$ cat config.mk
export PLATFORM = sky130hd
export DESIGN_NAME = rt_port_input_buffer
export DESIGN_NICKNAME = d
export VERILOG_FILES = /design/src/rtl/rt_port_input_buffer.sv
export SDC_FILE = /design/constraint.sdc
export NUM_CORES = 1
export LEC_CHECK = 0
export BUFFER_PORTS_ARGS = -buffer_cell sky130_fd_sc_hd__buf_2
export CAP_MARGIN = 30
export CORE_MARGIN = 2
export CORE_UTILIZATION = 50
export CTS_CLUSTER_SIZE = 30
export DETAILED_ROUTE_END_ITERATION = 8
export MAX_ROUTING_LAYER = met4
export PLACE_DENSITY = 0.68
export SETUP_SLACK_MARGIN = 0.02
export SKIP_CTS_REPAIR_TIMING = 1
export SLEW_MARGIN = 20
export SYNTH_ARGS = -nofsm -noshare
export SYNTH_HDL_FRONTEND = slang
export SYNTH_SLANG_ARGS = --single-unit
export TNS_END_PERCENT = 20
$ cat constraint.sdc
create_clock -name clk -period 4.86 [get_ports clk]
set_clock_uncertainty 0.05 [all_clocks]
set_input_delay 0.729 -clock clk [delete_from_list [all_inputs] [get_ports clk]]
set_output_delay 0.729 -clock clk [all_outputs]
set_load 0.02 [all_outputs]
$ cat src/rtl/rt_port_input_buffer.sv
// RTPort ingress buffer: four-phase receiver, DEPTH-entry FIFO, four-phase sender.
// Define RT_IN_SYNC_EN to pass in_req/out_ack through 2-flop synchronizers.
module rt_port_input_buffer #(
  parameter int WIDTH = 32,
  parameter int DEPTH = 4
) (
  input  logic                     clk,
  input  logic                     rst_n,
  input  logic                     in_req,
  input  logic [WIDTH-1:0]         in_data,
  output logic                     in_ack,
  output logic                     out_req,
  output logic [WIDTH-1:0]         out_data,
  input  logic                     out_ack,
  output logic [$clog2(DEPTH):0]   count,
  output logic                     full,
  output logic                     empty
);

  localparam int AW = $clog2(DEPTH);
  localparam int CW = AW + 1;

  typedef enum logic [1:0] {
    O_IDLE,
    O_REQ,
    O_REL
  } ostate_t;

  logic in_req_s;
  logic out_ack_s;

`ifdef RT_IN_SYNC_EN
  logic [1:0] req_sync;
  logic [1:0] ack_sync;

  always_ff @(posedge clk or negedge rst_n) begin
    if (!rst_n) begin
      req_sync <= '0;
      ack_sync <= '0;
    end else begin
      req_sync <= {req_sync[0], in_req};
      ack_sync <= {ack_sync[0], out_ack};
    end
  end

  assign in_req_s  = req_sync[1];
  assign out_ack_s = ack_sync[1];
`else
  assign in_req_s  = in_req;
  assign out_ack_s = out_ack;
`endif

  logic [WIDTH-1:0] mem [DEPTH];
  logic [AW-1:0]    wr_ptr;
  logic [AW-1:0]    rd_ptr;
  logic [CW-1:0]    cnt_q;
  ostate_t          state;
  ostate_t          state_d;
  logic             wr_en;
  logic             load;
  logic             pop;

  assign full  = (cnt_q == CW'(DEPTH));
  assign empty = (cnt_q == '0);
  assign count = cnt_q;
  // Full is judged on the current count; a same-cycle pop does not free a slot.
  assign wr_en = in_req_s & ~in_ack & ~full;

  always_ff @(posedge clk) begin
    if (wr_en) mem[wr_ptr] <= in_data;
  end

  always_ff @(posedge clk or negedge rst_n) begin
    if (!rst_n) begin
      in_ack <= 1'b0;
    end else if (wr_en) begin
      in_ack <= 1'b1;
    end else if (!in_req_s) begin
      in_ack <= 1'b0;
    end
  end

  always_comb begin
    state_d = state;
    load    = 1'b0;
    pop     = 1'b0;
    unique case (state)
      O_IDLE: begin
        if (!empty) begin
          load    = 1'b1;
          state_d = O_REQ;
        end
      end
      O_REQ: begin
        if (out_ack_s) begin
          pop     = 1'b1;
          state_d = O_REL;
        end
      end
      O_REL: begin
        if (!out_ack_s) state_d = O_IDLE;
      end
      default: state_d = O_IDLE;
    endcase
  end

  always_ff @(posedge clk or negedge rst_n) begin
    if (!rst_n) begin
      state    <= O_IDLE;
      out_data <= '0;
    end else begin
      state <= state_d;
      if (load) out_data <= mem[rd_ptr];
    end
  end

  assign out_req = (state == O_REQ);

  always_ff @(posedge clk or negedge rst_n) begin
    if (!rst_n) begin
      wr_ptr <= '0;
      rd_ptr <= '0;
      cnt_q  <= '0;
    end else begin
      if (wr_en) wr_ptr <= wr_ptr + AW'(1);
      if (pop)   rd_ptr <= rd_ptr + AW'(1);
      unique case ({wr_en, pop})
        2'b10:   cnt_q <= cnt_q + CW'(1);
        2'b01:   cnt_q <= cnt_q - CW'(1);
        default: cnt_q <= cnt_q;
      endcase
    end
  end

endmodule

==> results of run 1 <==
## cells by family (layout without fill, tap and decap cells)
kind of cell	count (synthesis)	count (layout)	share of synthesized area, %
AOI/OAI and AO/OA	3	3	0.3044
xor gates and xnor gates	6	6	0.7992
adders and majority gates	6	6	1.256
buffers and inverters	20	117	2.473
DFF	170	170	74.43
muxes	66	66	19.39
and+or+nand+nor	13	13	1.351
## layer usage
metal | up-vias | wire, um
li1 | 1310 | -
met1 | 1540 | 4782
met2 | 78 | 5107
met3 | 15 | 409
met4 | 0 | 194
met5 | - | 0
## cell type report
type	instances	area, sq um
clock buffer	23	467.9
clock inverter	9	146.4
fill	953	5002
inverter	8	30.03
multi-input combinational	94	1525
sequential	170	4897
tap	172	215.2
timing repair buffer	77	437.9
## cell usage after synthesis
master | number | area (sq um)
or3_1 | 1 | 6.260
clkbuf_1 | 3 | 11.26
mux4_1 | 17 | 446.7
nor2b_1 | 2 | 12.51
nor3b_2 | 1 | 12.51
nor3b_1 | 1 | 7.510
o21a_1 | 1 | 7.510
xor2_1 | 3 | 26.28
nor3_2 | 1 | 10.01
ha_1 | 5 | 62.56
buf_6 | 5 | 56.30
edfxtp_1 | 128 | 3844
fa_1 | 1 | 20.02
dfrtp_1 | 42 | 1051
o21ai_0 | 1 | 5.000
and2_1 | 5 | 31.28
buf_2 | 1 | 5.000
buf_12 | 3 | 60.06
xnor2_1 | 3 | 26.28
nor2_1 | 1 | 3.750
inv_1 | 8 | 30.03
mux2_4 | 29 | 435.4
mux2_2 | 4 | 45.04
nand3_1 | 1 | 5.000
a21boi_0 | 1 | 7.510
mux4_2 | 15 | 337.8
mux2i_1 | 1 | 10.01
## state kept, by name, summed over array words and instances, names as in the netlist
name / cells
out_data: 32
rd_ptr: 2
mem: 128
wr_ptr: 2
in_ack: 1
count: 3
state: 2
## worst max-delay path by stage
stage                       to  slack (ns)  cells past startpoint
floorplan             count[2]        2.30                      9
global placement    mem[1][25]        2.42                      3
detailed placement  mem[1][25]        2.37                      3
CTS                 mem[0][25]        2.55                      3
global route         mem[1][1]        2.39                      3
finish              mem[1][25]        2.60                      3
## critical path, cell delays in order (launching register included)
cell     delay, ns
dfrtp_1       0.42
nor3b_1       0.19
nor3b_2       0.37
and2_2        0.83
## metrics by stage
stage	power (mW)	std cells	setup WS (ns)	utilization [%]	area [sq um]
floorplan	3.347	284	2.298	-	6576
global placement	3.630	518	2.419	55.32	7038
detailed placement	3.694	521	2.372	55.85	7106
CTS	5.096	553	2.554	60.68	7720
global route	5.268	553	2.389	60.68	7720
finish	5.035	553	2.601	60.68	7720
## power groups by stage
stage / logic, mW / clock network (mW) / registers (mW)
global placement: 1.45 / 0 / 2.18
floorplan: 1.12 / 0 / 2.22
detailed placement: 1.55 / 0 / 2.15
CTS: 1.55 / 1.42 / 2.12
global route: 1.63 / 1.47 / 2.16
finish: 1.52 / 1.39 / 2.12
==> impl_metrics.ini, run 1 <==
[detailed_routing]
dr.pass1.iters = 4
wl_mm = 10.49
wl_per_cell_um = 18.97
drt_iter0_drc = 133
ant_nets = 0
vias_per_cell = 5.322
vias = 2943
drc = 0

[synthesis]
syn_area_per_cell_sq_um = 23.16
netlist_area_sq_um = 6576
synthesis.nets = 326
yosysUniqueCellTypes = 27
synth_seq_cells = 170
ys_warn_count = 0
yosysSeqAreaShare_pct = 74.43
syn_inst = 284

[worst_setup_path]
worstReg2RegStart = count[2]
cp.required_ns = 4.85
endpoint_kind = register
path_class = register to register
regToRegSetupSlack_ns = 2.60
cp_data_arrival_time_ns = 2.25
cp_max_fo = 32
reg2reg_to = mem[1][25]
critPathLaunch = count[2]
r2r_cells = 3
worst_setup_path_start_kind = register

[floorplan]
die_x_um = 118.7
rows = 41
pin_count = 75
core_area_sq_um = 12720
dieArea_sq_um = 14090
start_util_pct = 51.69
die_h_um = 118.7

[global_route]
grtUsageMet2_pct = 25.50
grt_usage_pct = 16.74
grt.overflow.total = 0
use_met1_pct = 21.45
top_usage_layer = met2
antenna_found_initial = 0
grt_use_met3_pct = 4.247
grt_max_degree = 34
grt_pass1_wl_mm = 16.73
grt_pass1_vias = 3071

[clock_network]
cts_made_buffers = 17
path_clk_slew_ns = 0.06
tritoncts = done
clockBufferDepth = 2
h-tree-depth = 4
clock_tree.root_cell = clkbuf_16
clk_latency_ns = 0.42
cts_sinks = 170

[sta]
setup_viol = 0
finalCritPeriodShare_pct = 46.49
worst_slew_pin_slew_ns = 0.9098
slew_headroom_pct = 39.35
whs_ns = 0.2389
max_clock_freq_mhz = 442.6
rsz0062_at_grt = no
setup-tns-final_ns = 0
hold_violations = 0
layout_min_cycle_time_ns = 2.259
drv_slew = 0

[pwr]
clkPwrFrac_pct = 27.7
ir_worst_vdd_mv = 0.2730
pwr-share-seq_pct = 42.0
swShare_pct = 28.48
switchingPower_mw = 1.434
power.leakage_nw = 2.967
power_density_nw_per_um2 = 652.2
comb_power_share_pct = 30.2
p_int_mw = 3.601

[final_layout]
nets = 410
syn2layout_area_growth_pct = 17.39
final_common_cell = edfxtp_1
diodes = 0
drive_above_1_share_pct = 42.26
final_cell_mix = edfxtp_1, buf_2, dfrtp_1

[run]
maxCapViolations = 0

[placed_design]
place_hpwl_mm = 6.379
gp_congestion = 0.6760
port_buffers = 74

[run_status]
run_status = finished, final reports clean

[hold_path]
hold_class = input pin to async pin
Note: power is estimated with default switching activity, not from simulation.
==> run 2, diff against run 1 <==
==> constraint.sdc (replaced) <==
create_clock -name clk -period 2.1 [get_ports clk]
set_clock_uncertainty 0.05 [all_clocks]
set_input_delay 0.315 -clock clk [delete_from_list [all_inputs] [get_ports clk]]
set_output_delay 0.315 -clock clk [all_outputs]
set_load 0.02 [all_outputs]
==> impl_metrics.ini, run 2 (synthesis results as in run 1) <==
[run_status]
run_status = finished, final reports clean

[sta]
hold_violations = 0
whs_ns = 0.05725
layout_min_cycle_time_ns = 1.932
drv_slew = 0
max_clock_freq_mhz = 517.6
rsz0062_at_grt = no
fin_ws_ns = 0.1678
setup_viol = 0
worst_slew_pin_slew_ns = 0.6983
finalCritPeriodShare_pct = 92.01
setup-tns-final_ns = 0
slew_headroom_pct = 53.45

[worst_setup_path]
endpoint_kind = register
slowest_stage = dfrtp_1
path_cells = nor3b_4 > nor3b_2 > inv_1 > ha_1 > inv_1 > fa_1 > xor2_1 > nor2_1 > xor2_1
cp.required_ns = 2.39
worst_setup_path_start_kind = register
path_class = register to register
cp_data_arrival_time_ns = 2.23
cp_max_fo = 4
max_stage_delay_ns = 0.42

[pwr]
ir_worst_vdd_mv = 0.6654
power_density_nw_per_um2 = 1477
power.leakage_nw = 3.014

[global_route]
grt_usage_pct = 17.57
grt_pass1_vias = 3185
grt_pass1_wl_mm = 17.35
antenna_found_initial = 0
grt.overflow.total = 0
grt_max_degree = 34

[detailed_routing]
ant_nets = 0
drt_iter0_drc = 169
vias_per_cell = 5.200
dr.pass1.iters = 4
vias = 2933
drc = 0
wl_mm = 11.10
wl_per_cell_um = 19.68

[final_layout]
nets = 422
drive_above_1_share_pct = 43.88
final_common_cell = edfxtp_1
multiInputGateArea_sq_um = 1536
stdcell_count = 564
top_register = mem
final_cell_mix = edfxtp_1, buf_2, dfrtp_1
syn2layout_area_growth_pct = 18.78
diodes = 0
nFillCells = 940
final_core_util_pct = 61.40
largest_reg_flops = 128
seqCellArea_sq_um = 4897

[floorplan]
die_h_um = 118.7
rows = 41
die_x_um = 118.7
pin_count = 75
dieArea_sq_um = 14090
start_util_pct = 51.69
core_area_sq_um = 12720

[hold_path]
hold_class = input pin to register

[clock_network]
clk_latency_ns = 0.42
h-tree-depth = 4
cts_made_buffers = 17
cts_sinks = 170
path_clk_slew_ns = 0.06
clock_tree.root_cell = clkbuf_16
tritoncts = done
clockBufferDepth = 2

[placed_design]
dp_cells = 532
gp_congestion = 0.7410
port_buffers = 74
dp_slack_ns = 0.1559
place_hpwl_mm = 6.604

[run]
maxCapViolations = 0
==> run 2: changes by cell type in the layout (fill, tap and decap cells not counted) <==
cell	change
nor3b_1	-1
bufinv_16	-3
clkbuf_8	+1
clkbuf_1	-1
inv_6	+1
buf_16	-1
nor3b_4	+1
buf_12	+6
buf_4	+6
clkinv_1	+1
dlygate4sd3_1	+1
==> run 2: power by group <==
part           total, mW  internal, mW  switching (mW)
Clock               2.88          1.71            1.17
Combinational       3.85          2.06            1.79
Sequential          4.80          4.39           0.414
Total               11.5          8.16            3.38
==> run 2: worst paths after layout <==
path	from	endpoint	slack (ns)	depth (start not counted)
min in group asynchronous	rst_n	out_data[28]	0.42	2
setup / recovery	count[2]	count[2]	0.17	9
max in group asynchronous	rst_n	out_data[16]	0.97	3
hold reg to reg	out_data[8]	out_data[8]	0.45	1
setup reg to reg	count[2]	count[2]	0.17	9
hold / removal	in_data[22]	mem[3][22]	0.06	1
==> run 2: final cells by class <==
| class | instances | area share, % |
|---|---|---|
| flip-flops and latches | 170 | 62.69 |
| clock inverters | 8 | 0.8810 |
| repair buffers | 89 | 7.496 |
| multi-input cells | 94 | 19.67 |
| clock buffers | 23 | 6.119 |
| well taps | 172 | 2.755 |
| inverters | 8 | 0.3844 |
==> run 2: through the flow <==
step / cell area (sq um) / power [mW]
final: 7811 / 11.54
after global routing: 7811 / 12.09
after CTS: 7801 / 11.70
after detailed placement: 7254 / 8.801
after global placement: 7254 / 8.681
after floorplan: 6590 / 7.767
==> run 2: critical path, delay by kind of cell, from the launching register on <==
family	cells	cell delay (ns)
flip-flops	1	0.42
buffers and inverters	2	0.12
XOR/XNOR	2	0.29
adder cells (fa/ha/maj)	2	0.55
AND/OR/NAND/NOR	3	0.44
==> run 2: layer usage <==
layer  wire, um  part of all wire, %  global-route usage [%]
met4        133                  1.2                   6.027
met2       5703                   51                   28.41
met1       4831                   44                   20.94
met3        433                  3.9                   5.695
met5          0                    0                       -
